[config.mk]
export PLATFORM = sky130hd
export DESIGN_NAME = seg7_scan_controller
export DESIGN_NICKNAME = d
export VERILOG_FILES = /design/src/rtl/seg7_scan_controller.sv
export SDC_FILE = /design/constraint.sdc
export NUM_CORES = 1
export LEC_CHECK = 0
export BUFFER_PORTS_ARGS = -buffer_cell sky130_fd_sc_hd__buf_2
export CORE_MARGIN = 5
export CORE_UTILIZATION = 50
export DETAILED_ROUTE_END_ITERATION = 16
export GPL_ROUTABILITY_DRIVEN = 1
export GPL_TIMING_DRIVEN = 0
export PLACE_DENSITY = 0.7
export REMOVE_ABC_BUFFERS = 1
export SLEW_MARGIN = 20
export SYNTH_ARGS = -nofsm -noshare
export SYNTH_HDL_FRONTEND = slang
export SYNTH_SLANG_ARGS = --single-unit
[constraint.sdc]
create_clock -name i_clk -period 2.15 [get_ports i_clk]
set_input_delay 0 -clock i_clk [delete_from_list [all_inputs] [get_ports i_clk]]
set_output_delay 0 -clock i_clk [all_outputs]
set_load 0.05 [all_outputs]
[src/rtl/seg7_scan_controller.sv]
// Time-multiplexed seven-segment scan controller: frame-synchronous shadow value,
// per-digit anode strobing with blanking and leading-zero suppression.
module seg7_scan_controller #(
    parameter int DIGITS   = 4,
    parameter int PRESCALE = 50000
) (
    input  logic                  i_clk,
    input  logic                  i_reset,
    input  logic                  i_enable,
    input  logic                  i_valid,
    output logic                  o_ready,
    input  logic [4*DIGITS-1:0]   i_value,
    input  logic [DIGITS-1:0]     i_blank_mask,
    input  logic                  i_lz_suppress,
    output logic [3:0]            o_nibble,
    output logic [DIGITS-1:0]     o_anode
);

    localparam int CNT_W = $clog2(PRESCALE);
    localparam int DIG_W = $clog2(DIGITS);
    localparam logic [CNT_W-1:0] CNT_LAST = CNT_W'(PRESCALE - 1);
    localparam logic [DIG_W-1:0] DIG_LAST = DIG_W'(DIGITS - 1);

    typedef enum logic {IDLE, SCAN} state_t;

    state_t               state, state_nx;
    logic [CNT_W-1:0]     cnt, cnt_nx;
    logic [DIG_W-1:0]     digit, digit_nx;
    logic [4*DIGITS-1:0]  shadow, shadow_nx;
    logic [4*DIGITS-1:0]  pend_val, pend_val_nx;
    logic                 pend, pend_nx;

    logic                 commit_edge;
    logic [DIGITS-1:0]    lz_vec;
    logic                 upper_zero;

    always_ff @(posedge i_clk or posedge i_reset) begin
        if (i_reset) begin
            state    <= IDLE;
            cnt      <= '0;
            digit    <= '0;
            shadow   <= '0;
            pend_val <= '0;
            pend     <= 1'b0;
        end else begin
            state    <= state_nx;
            cnt      <= cnt_nx;
            digit    <= digit_nx;
            shadow   <= shadow_nx;
            pend_val <= pend_val_nx;
            pend     <= pend_nx;
        end
    end

    // A pending value only moves to the shadow on a commit edge, so a frame never mixes values.
    always_comb begin
        state_nx    = state;
        cnt_nx      = cnt;
        digit_nx    = digit;
        shadow_nx   = shadow;
        pend_val_nx = pend_val;
        pend_nx     = pend;

        commit_edge = (state == IDLE) ||
                      ((state == SCAN) && (cnt == CNT_LAST) && (digit == DIG_LAST));

        if (pend && commit_edge) begin
            shadow_nx = pend_val;
            pend_nx   = 1'b0;
        end else if (i_valid && !pend) begin
            pend_val_nx = i_value;
            pend_nx     = 1'b1;
        end

        if (state == IDLE) begin
            if (i_enable) begin
                state_nx = SCAN;
                cnt_nx   = '0;
                digit_nx = '0;
            end
        end else begin
            if (!i_enable) begin
                state_nx = IDLE;
                cnt_nx   = '0;
                digit_nx = '0;
            end else if (cnt == CNT_LAST) begin
                cnt_nx   = '0;
                digit_nx = (digit == DIG_LAST) ? '0 : digit + DIG_W'(1);
            end else begin
                cnt_nx = cnt + CNT_W'(1);
            end
        end
    end

    // Digit k is a leading zero when it and every more significant nibble are zero; digit 0 never is.
    always_comb begin
        lz_vec     = '0;
        upper_zero = 1'b1;
        for (int k = DIGITS - 1; k >= 1; k--) begin
            upper_zero = upper_zero && (shadow[4*k +: 4] == 4'h0);
            lz_vec[k]  = i_lz_suppress && upper_zero;
        end
    end

    always_comb begin
        o_nibble = 4'h0;
        o_anode  = '1;
        if (state == SCAN) begin
            o_nibble = shadow[{digit, 2'b00} +: 4];
            if (!i_blank_mask[digit] && !lz_vec[digit]) begin
                o_anode = ~(DIGITS'(1) << digit);
            end
        end
    end

    assign o_ready = !pend;

endmodule

---- After elaboration in Yosys (flattened, before gate mapping) ----
Cells that the tools add are included.
word-level totals
  register bits ........................... 52
  bits of input ports ..................... 25
  output and inout port bits .............. 9
cells by class
  add/subtract/negate cells ............... 2
  $lt $le $gt $ge ......................... 1
  eq/ne operators ......................... 3
  shifts and indexed selects .............. 2
  mux-type cells .......................... 19
  bitwise gates (word level) .............. 3
  reductions and logical operators ........ 21
operator list
  kind                                                         number
  2-to-1 mux 16 bit                                            4
  adder 16 x 1 -> 16 bit (second input constant)               1
  equality test 16 bit (second input constant)                 1
  variable part select 16 x 5 -> 4 bit                         1
  logical NOT 4 bit                                            3
  2-to-1 mux 4 bit                                             3
  logical AND 1 bit                                            10
  2-to-1 mux 2 bit                                             5
  2-to-1 mux 1 bit                                             5
  binary-select mux 1 bit (select 2 bit)                       2
  inverter 4 bit                                               1
  AND reduction 2 bit                                          2
  nonzero test 2 bit                                           2
  << shifter 1 x 2 -> 4 bit (first input constant)             1
  logical NOT 1 bit                                            3
  less-than comparator 2 x 3 -> 1 bit (second input constant)  1
  inequality test 3 x 2 -> 1 bit (second input constant)       1
  adder 2 x 1 -> 2 bit (second input constant)                 1
  equality test 2 bit (second input constant)                  1
  inverter 1 bit                                               2
  logical OR 1 bit                                             1

---- Longest topological paths before layout ----
Gate-level depths: netlist (run 1).
  word-level depth ........................ 10
  gate-level depth with buffers ........... 8

---- Worst setup path after synthesis (run 1) ----
No wires, ideal clock.
  path kind ............................... register to register
  start ................................... register cnt[0]
  end ..................................... register cnt[12]
  data arrival time ....................... 1,666 ps
  slack ................................... 402 ps
  cell stages (with the launch flop) ...... 8
  path buffers ............................ 2
  clock period less this slack ............ 1,748 ps
  path through ............................ dfrtp_1 ha_1 and3_1 buf_2 a41oi_2 buf_2 o31ai_1 a31oi_1
on the way
  word-level cells in the longest chain between the ends .. 4
  elaborated cells between the ends (all ways) .. 5
  those cells by class .................... 1 x add/sub; 1 x eq/ne; 3 x mux
RTL lines
  element                                                                line    text
  from (decl)                                                            27      logic [CNT_W-1:0] cnt, cnt_nx;
  from (signal assigned)                                                 47      cnt <= cnt_nx;
  adder 16 x 1 -> 16 bit / equality test 16 bit (equally long branches)  90, 86
  2-to-1 mux 16 bit *                                                    86      end else if (cnt == CNT_LAST) begin
  2-to-1 mux 16 bit *                                                    82      if (!i_enable) begin
  2-to-1 mux 16 bit *                                                    75      if (state == IDLE) begin
Every way passes the cells marked *; elsewhere a longest branch is shown, timed or not.
A chain may end at the register's enable or synchronous reset.

---- Worst setup path in the final report (run 1) ----
  start ................................... register pend
  end ..................................... output port o_ready
on the way
  word-level cells in the longest chain between the ends .. 1
RTL lines
  element                 line  text
  from (decl)             31    logic pend, pend_nx;
  from (signal assigned)  51    pend <= pend_nx;
  logical NOT 1 bit       116   assign o_ready = !pend;
  to (decl)               11    output logic o_ready,
No other way between the ends.

==> results.py, run 1 <==
metrics = {
    "placed_design": {
        "gp_congestion": 0.7689,
        "placedInstanceArea_um2": 3004,
        "dp_slack_ps": -404.1,
        "hpwl_um": 3900,
        "io_buffers": 33,
    },
    "sta": {
        "slew_violations": 0,
        "timing.fmax_mhz": 494.6,
        "skew_ps": 10.27,
        "setup_tns_ps": 0,
        "worst_slack_ps": 128.0,
        "hold_violations": 0,
        "rsz0062_at_grt": "false",
        "period_needed_ps": 2022,
        "period_share_pct": 94.04,
        "setup_violations": 0,
        "worstMarginPinSlew_ps": 820.4,
        "slew_headroom_pct": 45.06,
    },
    "critical_path": {
        "crit_chain": "clkinvlp_4 > buf_2",
        "crit_type": "register to primary output",
        "cp-start-kind": "register",
        "crit_slowest_cell": "dfrtp_1",
        "ff2ff_setup_slack_ps": 140,
        "cp.arrival_ps": 2020,
        "critPathMaxStageDelay_ps": 820,
        "crit_path_max_fanout": 19,
        "critical_path.top_delay_family": "buffers and inverters",
        "worst_r2r_path_depth": 5,
        "rr_endpoint": "cnt[9]$_DFFE_PP0P_",
        "r2r_start": "cnt[0]$_DFFE_PP0P_",
        "crit_required_ps": 2150,
        "path_buf_inv": 2,
        "crit_path_end_kind": "primary output",
    },
    "floorplan": {
        "io_pins": 34,
        "core-area_um2": 5540,
        "rows": 27,
        "die_w_um": 85.60,
        "die_area_um2": 7327,
        "start_util_pct": 51.58,
        "die_h_um": 85.60,
    },
    "run_status": {
        "status": "completed",
    },
    "clocking": {
        "cts.sinks": 52,
        "cts_tree": "done",
        "worstSkewPairLatency_ps": 310,
        "cts_buffers": 5,
        "path_clk_slew_ps": 90,
        "h-tree-depth": 2,
        "root_buffer": "clkbuf_8",
        "cts.path.max_buffers": 2,
    },
    "min_path": {
        "hp-start": "i_valid",
        "min_to": "pend$_DFFE_PP0P_",
        "min_path_cells": 3,
        "hold_path.class": "input port to register",
    },
    "logic_synthesis": {
        "synth.avg_cell_area_um2": 10.55,
        "synth_area_leaders": "dfrtp_1 (46%), mux2_2 (6.7%), nand2_1 (6.3%)",
        "synth_top_area_cell": "dfrtp_1",
        "async_flop_share_pct": 100.0,
        "yosysWarnings": 0,
        "synthTopCellsByCount": "dfrtp_1 (52), nand2_1 (48), o211ai_1 (22)",
        "synth.distinct_cells": 42,
        "synth_top_area_share_pct": 45.53,
        "synthesis.instances": 271,
        "netlist_area_um2": 2858,
        "ys_seq_elements": 52,
        "synth_edf_count": 0,
        "synthFlopType": "dfrtp_1",
        "yosysSeqAreaShare_pct": 45.53,
        "synthMostInstantiatedCell": "dfrtp_1",
    },
    "layout": {
        "postLayoutCellArea_um2": 3366,
        "antennaDiodeCount": 0,
        "fin_nets": 340,
        "drive_gt1_share_pct": 28.62,
        "area_delta_synth_final_pct": 17.78,
        "final_util_pct": 60.75,
        "fill_cells": 463,
    },
    "grt": {
        "grt_pass1_vias": 2137,
        "grt_use_total_pct": 17.54,
        "grt_pass1_wl_um": 10410,
        "grt_overflow": 0,
        "grt_start_max_net_pins": 53,
        "antenna_found_initial": 0,
    },
    "detailed_routing": {
        "wl_um": 6062,
        "first_pass_iters": 4,
        "drc": 0,
        "final_antenna_net_count": 0,
        "via_count": 2245,
        "vias_per_cell": 5.862,
        "wire_per_inst_um": 15.83,
        "drt_iter0_drc": 168,
    },
    "run": {
        "maxCapViolCount": 0,
    },
    "power": {
        "finalPower_mw": 2.640,
        "powerDensity_nw_per_um2": 784.2,
        "ir_drop_mv": 0.5203,
        "leakagePower_nw": 1.380,
    },
}
[metrics by stage]
stage,std cells,hold slack [ps]
after CTS,381,296.4
after floorplan,249,31.43
final,383,290.8
after detailed placement,354,137.4
after global routing,383,295.8
after global placement,354,156.9
[layer usage]
metal / routed length, um / GRT usage, % / up-vias
met5: 0 / 0 / -
met4: 75 / 4.460 / 0
met3: 321 / 3.554 / 9
met2: 2786 / 27.54 / 62
met1: 2879 / 24.89 / 1089
li1: - / - / 1085
[timing repair]
action	CTS	global route
setup buffers	0	2
gates resized for setup	5	2
endpoints found under the setup margin	38	19
pin swaps	0	1
gates cloned	1	0
endpoints found under the hold margin	69	0
hold buffers	18	0
[final cells by class]
type / count / area [um^2] / share of cell area, %
flip-flops and latches: 52 / 1304 / 38.74
clock buffers: 6 / 82.58 / 2.454
inverters: 9 / 43.79 / 1.301
clock inverters: 2 / 38.79 / 1.152
well taps: 72 / 90.09 / 2.677
multi-input cells: 189 / 1446 / 42.97
repair buffers: 53 / 360.3 / 10.71
[power by group]
group          total (mW)  switching, mW  internal, mW
logic               0.576          0.288         0.289
registers            1.36          0.195          1.16
clock network       0.707          0.326         0.381
[worst reg2reg max path: stages, from the launching register on]
cell and delay [ps]:
dfrtp_1 410, ha_1 220, and3_1 420, a41oi_2 430, a21o_1 270, a21o_1 170
[worst max path at each step]
stage / slack [ps] / end / cells past startpoint / startpoint
6_report: 130 / o_ready / 2 / pend$_DFFE_PP0P_
5_1_grt: 1 / o_anode[0] / 5 / digit[0]$_DFFE_PP0P_
4_1_cts: 5 / pend$_DFFE_PP0P_ / 5 / cnt[0]$_DFFE_PP0P_
3_5_place_dp: -400 / cnt[15]$_DFFE_PP0P_ / 4 / state$_DFF_PP0_
3_3_place_gp: -310 / cnt[10]$_DFFE_PP0P_ / 4 / state$_DFF_PP0_
2_1_floorplan: 200 / cnt[10]$_DFFE_PP0P_ / 5 / cnt[0]$_DFFE_PP0P_
[cell usage in the layout (no fill, tap or decap), types with 3 or more instances in the layout]
master / netlist / layout
clkbuf_8: 0 / 6
nor4_1: 4 / 4
o211ai_1: 22 / 22
o21ai_1: 3 / 3
o211ai_2: 10 / 10
nor2_1: 5 / 5
nand3_1: 6 / 6
buf_2: 7 / 33
dlygate4sd3_1: 0 / 18
a31oi_1: 7 / 7
inv_1: 7 / 6
and2_1: 4 / 4
a21oi_1: 7 / 7
nand2_1: 48 / 48
ha_1: 5 / 5
nand4_1: 7 / 7
o21ai_0: 6 / 6
mux2_2: 17 / 17
dfrtp_1: 52 / 50
and4_1: 4 / 4
mux4_2: 5 / 5
a21o_1: 3 / 3
[logic make-up (layout without fill, tap and decap cells)]
| logic type | Yosys count | after routing | share of synthesized area (%) |
|---|---|---|---|
| and+or+nand+nor | 89 | 89 | 16.68 |
| AOI/OAI and AO/OA | 70 | 71 | 19.13 |
| DFF | 52 | 52 | 45.53 |
| buffers and inverters | 31 | 70 | 5.166 |
| muxes | 23 | 23 | 10.99 |
| adders and majority gates | 5 | 5 | 2.189 |
| xor gates and xnor gates | 1 | 1 | 0.3065 |
[flip-flops by register name, indices dropped and copies added (netlist names)]
register / flops
state: 1
cnt: 16
pend: 1
pend_val: 16
shadow: 16
digit: 2
Note: power is estimated with default switching activity, not from simulation.
==> inputs of run 2 (changes only) <==
--- a/config.mk
+++ b/config.mk
@@ -7,12 +7,10 @@
 export LEC_CHECK = 0
 export BUFFER_PORTS_ARGS = -buffer_cell sky130_fd_sc_hd__buf_2
 export CORE_MARGIN = 5
-export CORE_UTILIZATION = 50
+export CORE_UTILIZATION = 33
 export DETAILED_ROUTE_END_ITERATION = 16
 export GPL_ROUTABILITY_DRIVEN = 1
 export GPL_TIMING_DRIVEN = 0
-export PLACE_DENSITY = 0.7
-export REMOVE_ABC_BUFFERS = 1
 export SLEW_MARGIN = 20
 export SYNTH_ARGS = -nofsm -noshare
 export SYNTH_HDL_FRONTEND = slang
==> results.py, run 2 (synthesis gave the netlist of run 1 again) <==
metrics = {
    "sta": {
        "hold_violations": 0,
        "setup_violations": 0,
        "slew_headroom_pct": 51.15,
        "rsz0062_at_grt": "true",
        "worstMarginPinSlew_ps": 730.0,
        "skew_ps": 12.78,
        "period_share_pct": 93.83,
        "slew_violations": 0,
        "timing.fmax_mhz": 495.7,
        "period_needed_ps": 2017,
        "holdWs_ps": 332.1,
    },
    "power": {
        "finalPower_mw": 2.633,
        "powerDensity_nw_per_um2": 758.1,
        "ir_drop_mv": 0.3057,
        "leakagePower_nw": 1.439,
    },
    "placed_design": {
        "hpwl_um": 4719,
        "gp_congestion": 0.7866,
        "io_buffers": 33,
    },
    "detailed_routing": {
        "drc": 0,
        "drt_iter0_drc": 92,
        "first_pass_iters": 4,
        "via_count": 2304,
        "vias_per_cell": 5.272,
        "final_antenna_net_count": 0,
        "wl_um": 6723,
        "wire_per_inst_um": 15.38,
    },
    "clocking": {
        "cts_tree": "done",
        "post_cts_buffers": 0,
        "cts.sinks": 52,
        "path_clk_slew_ps": 100,
        "cts.path.max_buffers": 2,
        "worstSkewPairLatency_ps": 310,
        "h-tree-depth": 2,
        "root_buffer": "clkbuf_8",
        "cts_buffers": 5,
    },
    "critical_path": {
        "rr_endpoint": "shadow[0]$_DFFE_PP0P_",
        "crit_required_ps": 2340,
        "crit_type": "register to register",
        "cp-start-kind": "register",
        "crit_path_end_kind": "register",
        "crit_path_max_fanout": 10,
        "worst_r2r_path_depth": 7,
        "ff2ff_setup_slack_ps": 130,
        "cp.arrival_ps": 2200,
        "r2r_start": "cnt[0]$_DFFE_PP0P_",
    },
    "grt": {
        "antenna_found_initial": 0,
        "grt_pass1_wl_um": 11490,
        "grt_start_max_net_pins": 53,
        "grt_overflow": 0,
        "grt_pass1_vias": 2264,
        "grt_use_total_pct": 13.57,
    },
    "floorplan": {
        "die_h_um": 103.1,
        "start_util_pct": 33.26,
        "core-area_um2": 8593,
        "die_area_um2": 10620,
        "io_pins": 34,
        "rows": 34,
        "die_w_um": 103.1,
    },
    "layout": {
        "mostFrequentLayoutCells": "dfrtp_1 (52), nand2_1 (48), buf_2 (39)",
        "reg_top3": "cnt x16, pend_val x16, shadow x16",
        "fin_nets": 358,
        "drive_gt1_share_pct": 27.66,
        "final_util_pct": 40.42,
        "final_common_cell": "dfrtp_1",
        "area_delta_synth_final_pct": 21.54,
        "antennaDiodeCount": 0,
    },
    "min_path": {
        "hold_path.class": "input port to asynchronous set/reset pin",
    },
    "run": {
        "maxCapViolCount": 0,
    },
    "run_status": {
        "status": "completed",
    },
    "logic_synthesis": {
        "synth.net_count": 301,
    },
}
run 2: cell count changes in the layout (fill, tap and decap cells not counted), sizes merged:
cell / change
clkinv: +2
buf: +8
a41oi: -1
clkbuf: +10
clkinvlp: -1
run 2: through the flow:
step	cell area, um^2	cells	setup WS, ps	setup TNS (ps)
final	3473	437	132.6	0
after global routing	3473	437	-27.15	-62.49
after CTS	3452	438	17.54	0
after detailed placement	3161	412	106.3	0
after global placement	3158	412	98.45	0
after floorplan	2858	271	401.6	0
run 2: worst max-delay path by stage:
stage	endpoint	cells after the start	slack [ps]	start
2_1_floorplan	cnt[12]$_DFFE_PP0P_	7	400	cnt[0]$_DFFE_PP0P_
3_3_place_gp	pend_val[4]$_DFFE_PP0P_	2	100	i_reset
3_5_place_dp	cnt[15]$_DFFE_PP0P_	7	110	cnt[0]$_DFFE_PP0P_
4_1_cts	o_anode[0]	6	20	digit[0]$_DFFE_PP0P_
5_1_grt	shadow[0]$_DFFE_PP0P_	7	-30	cnt[0]$_DFFE_PP0P_
6_report	shadow[0]$_DFFE_PP0P_	7	130	cnt[0]$_DFFE_PP0P_
run 2: repair_timing:
item                                   CTS  global route
setup endpoints to repair                0            11
gates resized for setup                  0             4
hold buffers                            18             0
endpoints found under the hold margin   69             0
run 2: cell type report:
type	count	area (um^2)
Inverter	9	36.28
Multi-Input combinational cell	188	1431
Buffer	21	112.6
Timing Repair Buffer	51	345.3
Clock inverter	3	42.54
Fill cell	846	5120
Tap cell	108	135.1
Sequential cell	52	1301
Clock buffer	5	68.82
run 2: worst max-delay path: stages, from the launching register on:
cell and delay, ps:
dfrtp_1 420, ha_1 230, and3_1 160, buf_2 200
nand4_4 190, clkbuf_1 300, o211ai_1 270, o211ai_2 120
run 2: layer usage:
layer / up-vias / global-route usage, % / wire, um
met2: 46 / 22.05 / 3132
met3: 5 / 1.827 / 271
met5: - / 0 / 0
li1: 1122 / - / -
met4: 0 / 3.287 / 72
met1: 1131 / 19.17 / 3247
run 2: power breakdown:
part           internal (mW)  leakage (nW)  switching (mW)  total, mW
clock                  0.345        0.0541           0.340      0.685
sequential              1.16         0.644           0.166       1.33
combinational          0.298         0.741           0.322      0.620
==> inputs of run 3 (changes only) <==
--- a/config.mk
+++ b/config.mk
@@ -11,6 +11,7 @@
 export DETAILED_ROUTE_END_ITERATION = 16
 export GPL_ROUTABILITY_DRIVEN = 1
 export GPL_TIMING_DRIVEN = 0
+export PLACE_DENSITY_LB_ADDON = 0.05
 export SLEW_MARGIN = 20
 export SYNTH_ARGS = -nofsm -noshare
 export SYNTH_HDL_FRONTEND = slang
==> results.py, run 3 (synthesis gave the netlist of run 1 again) <==
metrics = {
    "placed_design": {
        "io_buffers": 33,
        "hpwl_um": 4945,
        "gp_congestion": 0.8250,
        "dp_slack_ps": 91.64,
        "placedInstanceArea_um2": 3161,
    },
    "floorplan": {
        "die_w_um": 103.1,
        "die_h_um": 103.1,
        "core-area_um2": 8593,
        "rows": 34,
        "io_pins": 34,
        "start_util_pct": 33.26,
        "die_area_um2": 10620,
    },
    "detailed_routing": {
        "drc": 0,
        "wl_um": 7134,
        "wire_per_inst_um": 16.29,
        "vias_per_cell": 5.169,
        "final_antenna_net_count": 0,
        "drt_iter0_drc": 72,
        "first_pass_iters": 4,
        "via_count": 2264,
    },
    "power": {
        "p_int_mw": 1.718,
        "ir_drop_mv": 0.3372,
        "switching_share_pct": 32.47,
        "pwr-share-clk_pct": 23.2,
        "leakagePower_nw": 1.431,
        "combPwrFrac_pct": 24.4,
        "seqPwrFrac_pct": 52.4,
        "power_switching_mw": 0.8258,
        "powerDensity_nw_per_um2": 737.9,
    },
    "critical_path": {
        "crit_path_max_fanout": 9,
        "cp-start-kind": "register",
        "r2r_start": "cnt[1]$_DFFE_PP0P_",
        "critPathMaxStageDelay_ps": 510,
        "crit_path_end_kind": "primary output",
        "rr_endpoint": "shadow[8]$_DFFE_PP0P_",
        "cp.arrival_ps": 2040,
        "crit_slowest_cell": "mux4_2",
        "crit_chain": "buf_4 > mux4_2 > inv_1 > o311a_1 > nand2_1 > buf_2",
        "worst_r2r_path_depth": 7,
        "ff2ff_setup_slack_ps": 150,
        "crit_type": "register to primary output",
        "crit_required_ps": 2150,
    },
    "layout": {
        "fill_cells": 893,
        "fin_nets": 359,
        "multi_input_area_um2": 1420,
        "reg_top3": "cnt x16, pend_val x16, shadow x16",
        "area_delta_synth_final_pct": 20.62,
        "postLayoutCellArea_um2": 3447,
        "mostFrequentLayoutCells": "dfrtp_1 (52), nand2_1 (48), buf_2 (39)",
        "drive_gt1_share_pct": 27.58,
        "final_common_cell": "dfrtp_1",
        "seqCellArea_um2": 1301,
        "antennaDiodeCount": 0,
    },
    "run": {
        "maxCapViolCount": 0,
    },
    "clocking": {
        "worstSkewPairLatency_ps": 300,
        "post_cts_buffers": 0,
        "cts_tree": "done",
        "cts.path.max_buffers": 2,
        "cts.sinks": 52,
        "path_clk_slew_ps": 90,
        "root_buffer": "clkbuf_8",
        "cts_buffers": 5,
        "h-tree-depth": 2,
    },
    "sta": {
        "holdWs_ps": 337.9,
        "skew_ps": 10.02,
        "hold_violations": 0,
        "rsz0062_at_grt": "false",
        "worstMarginPinSlew_ps": 810.7,
        "period_share_pct": 94.86,
        "timing.fmax_mhz": 490.3,
        "setup_tns_ps": 0,
        "period_needed_ps": 2040,
        "worst_slack_ps": 110.4,
        "slew_headroom_pct": 45.75,
        "setup_violations": 0,
        "slew_violations": 0,
    },
    "grt": {
        "grt_start_max_net_pins": 53,
        "antenna_found_initial": 0,
        "grt_use_total_pct": 14.51,
        "grt_pass1_vias": 2263,
        "grt_pass1_wl_um": 11990,
        "grt_overflow": 0,
    },
    "run_status": {
        "status": "completed",
    },
    "min_path": {
        "hold_path.class": "input port to asynchronous set/reset pin",
    },
    "logic_synthesis": {
        "synth.net_count": 301,
    },
}
## run 3: cell types whose count changed in the layout (fill, tap and decap cells not counted)
cell / change
o311a_4: -1
clkinv_2: +1
inv_2: +1
clkbuf_1: +1
clkinvlp_4: -1
bufinv_16: -1
o311a_1: +1
clkinv_1: -1
clkbuf_8: +1
## run 3: power by group through the flow
stage	clock (mW)	sequential [mW]	combinational, mW
2_1_floorplan	0	1.28	0.485
3_3_place_gp	0	1.35	0.598
3_5_place_dp	0	1.35	0.605
4_1_cts	0.623	1.33	0.630
5_1_grt	0.657	1.36	0.694
6_report	0.590	1.33	0.620
## run 3: repair_timing
action | CTS | global route
endpoints found under the hold margin | 69 | 0
resized for setup | 0 | 4
hold buffers | 18 | 0
setup endpoints to repair | 0 | 15
## run 3: worst max-delay path by stage
stage | from | end | slack (ps) | depth (start not counted)
2_1_floorplan | cnt[0]$_DFFE_PP0P_ | cnt[12]$_DFFE_PP0P_ | 400 | 7
3_3_place_gp | i_reset | pend_val[0]$_DFFE_PP0P_ | -30 | 2
3_5_place_dp | cnt[0]$_DFFE_PP0P_ | cnt[14]$_DFFE_PP0P_ | 90 | 7
4_1_cts | digit[0]$_DFFE_PP0P_ | o_anode[2] | 30 | 6
5_1_grt | cnt[0]$_DFFE_PP0P_ | shadow[6]$_DFFE_PP0P_ | 2 | 7
6_report | digit[0]$_DFFE_PP0P_ | o_anode[0] | 110 | 6
## run 3: per-layer routing
layer	share of wire (%)	track usage, %
met5	0	0
met3	4.2	2.300
met2	43	21.02
met4	0.59	2.988
met1	52	22.71
## run 3: area by class of cell
class | instances | share of cell area [%]
buffer | 22 | 3.376
clock inverter | 2 | 0.2904
inverter | 9 | 1.053
tap | 108 | 3.920
sequential | 52 | 37.75
timing repair buffer | 51 | 10.02
multi-input combinational | 188 | 41.20
clock buffer | 6 | 2.396
## run 3: metrics by stage
| stage | total power [mW] | std cells | utilization [%] |
|---|---|---|---|
| after floorplan | 1.769 | 271 | - |
| after global placement | 1.946 | 412 | 36.75 |
| after detailed placement | 1.956 | 412 | 36.78 |
| after CTS | 2.586 | 438 | 39.95 |
| after global routing | 2.712 | 438 | 40.11 |
| final | 2.544 | 438 | 40.11 |
## run 3: worst max-delay path, delay by kind of cell, from the launching register on
kind,cells,cell delay (ps)
multiplexers,1,510
buffers and inverters,3,480
flip-flops,1,400
AO/OA/AOI/OAI,1,260
AND/OR/NAND/NOR,1,90
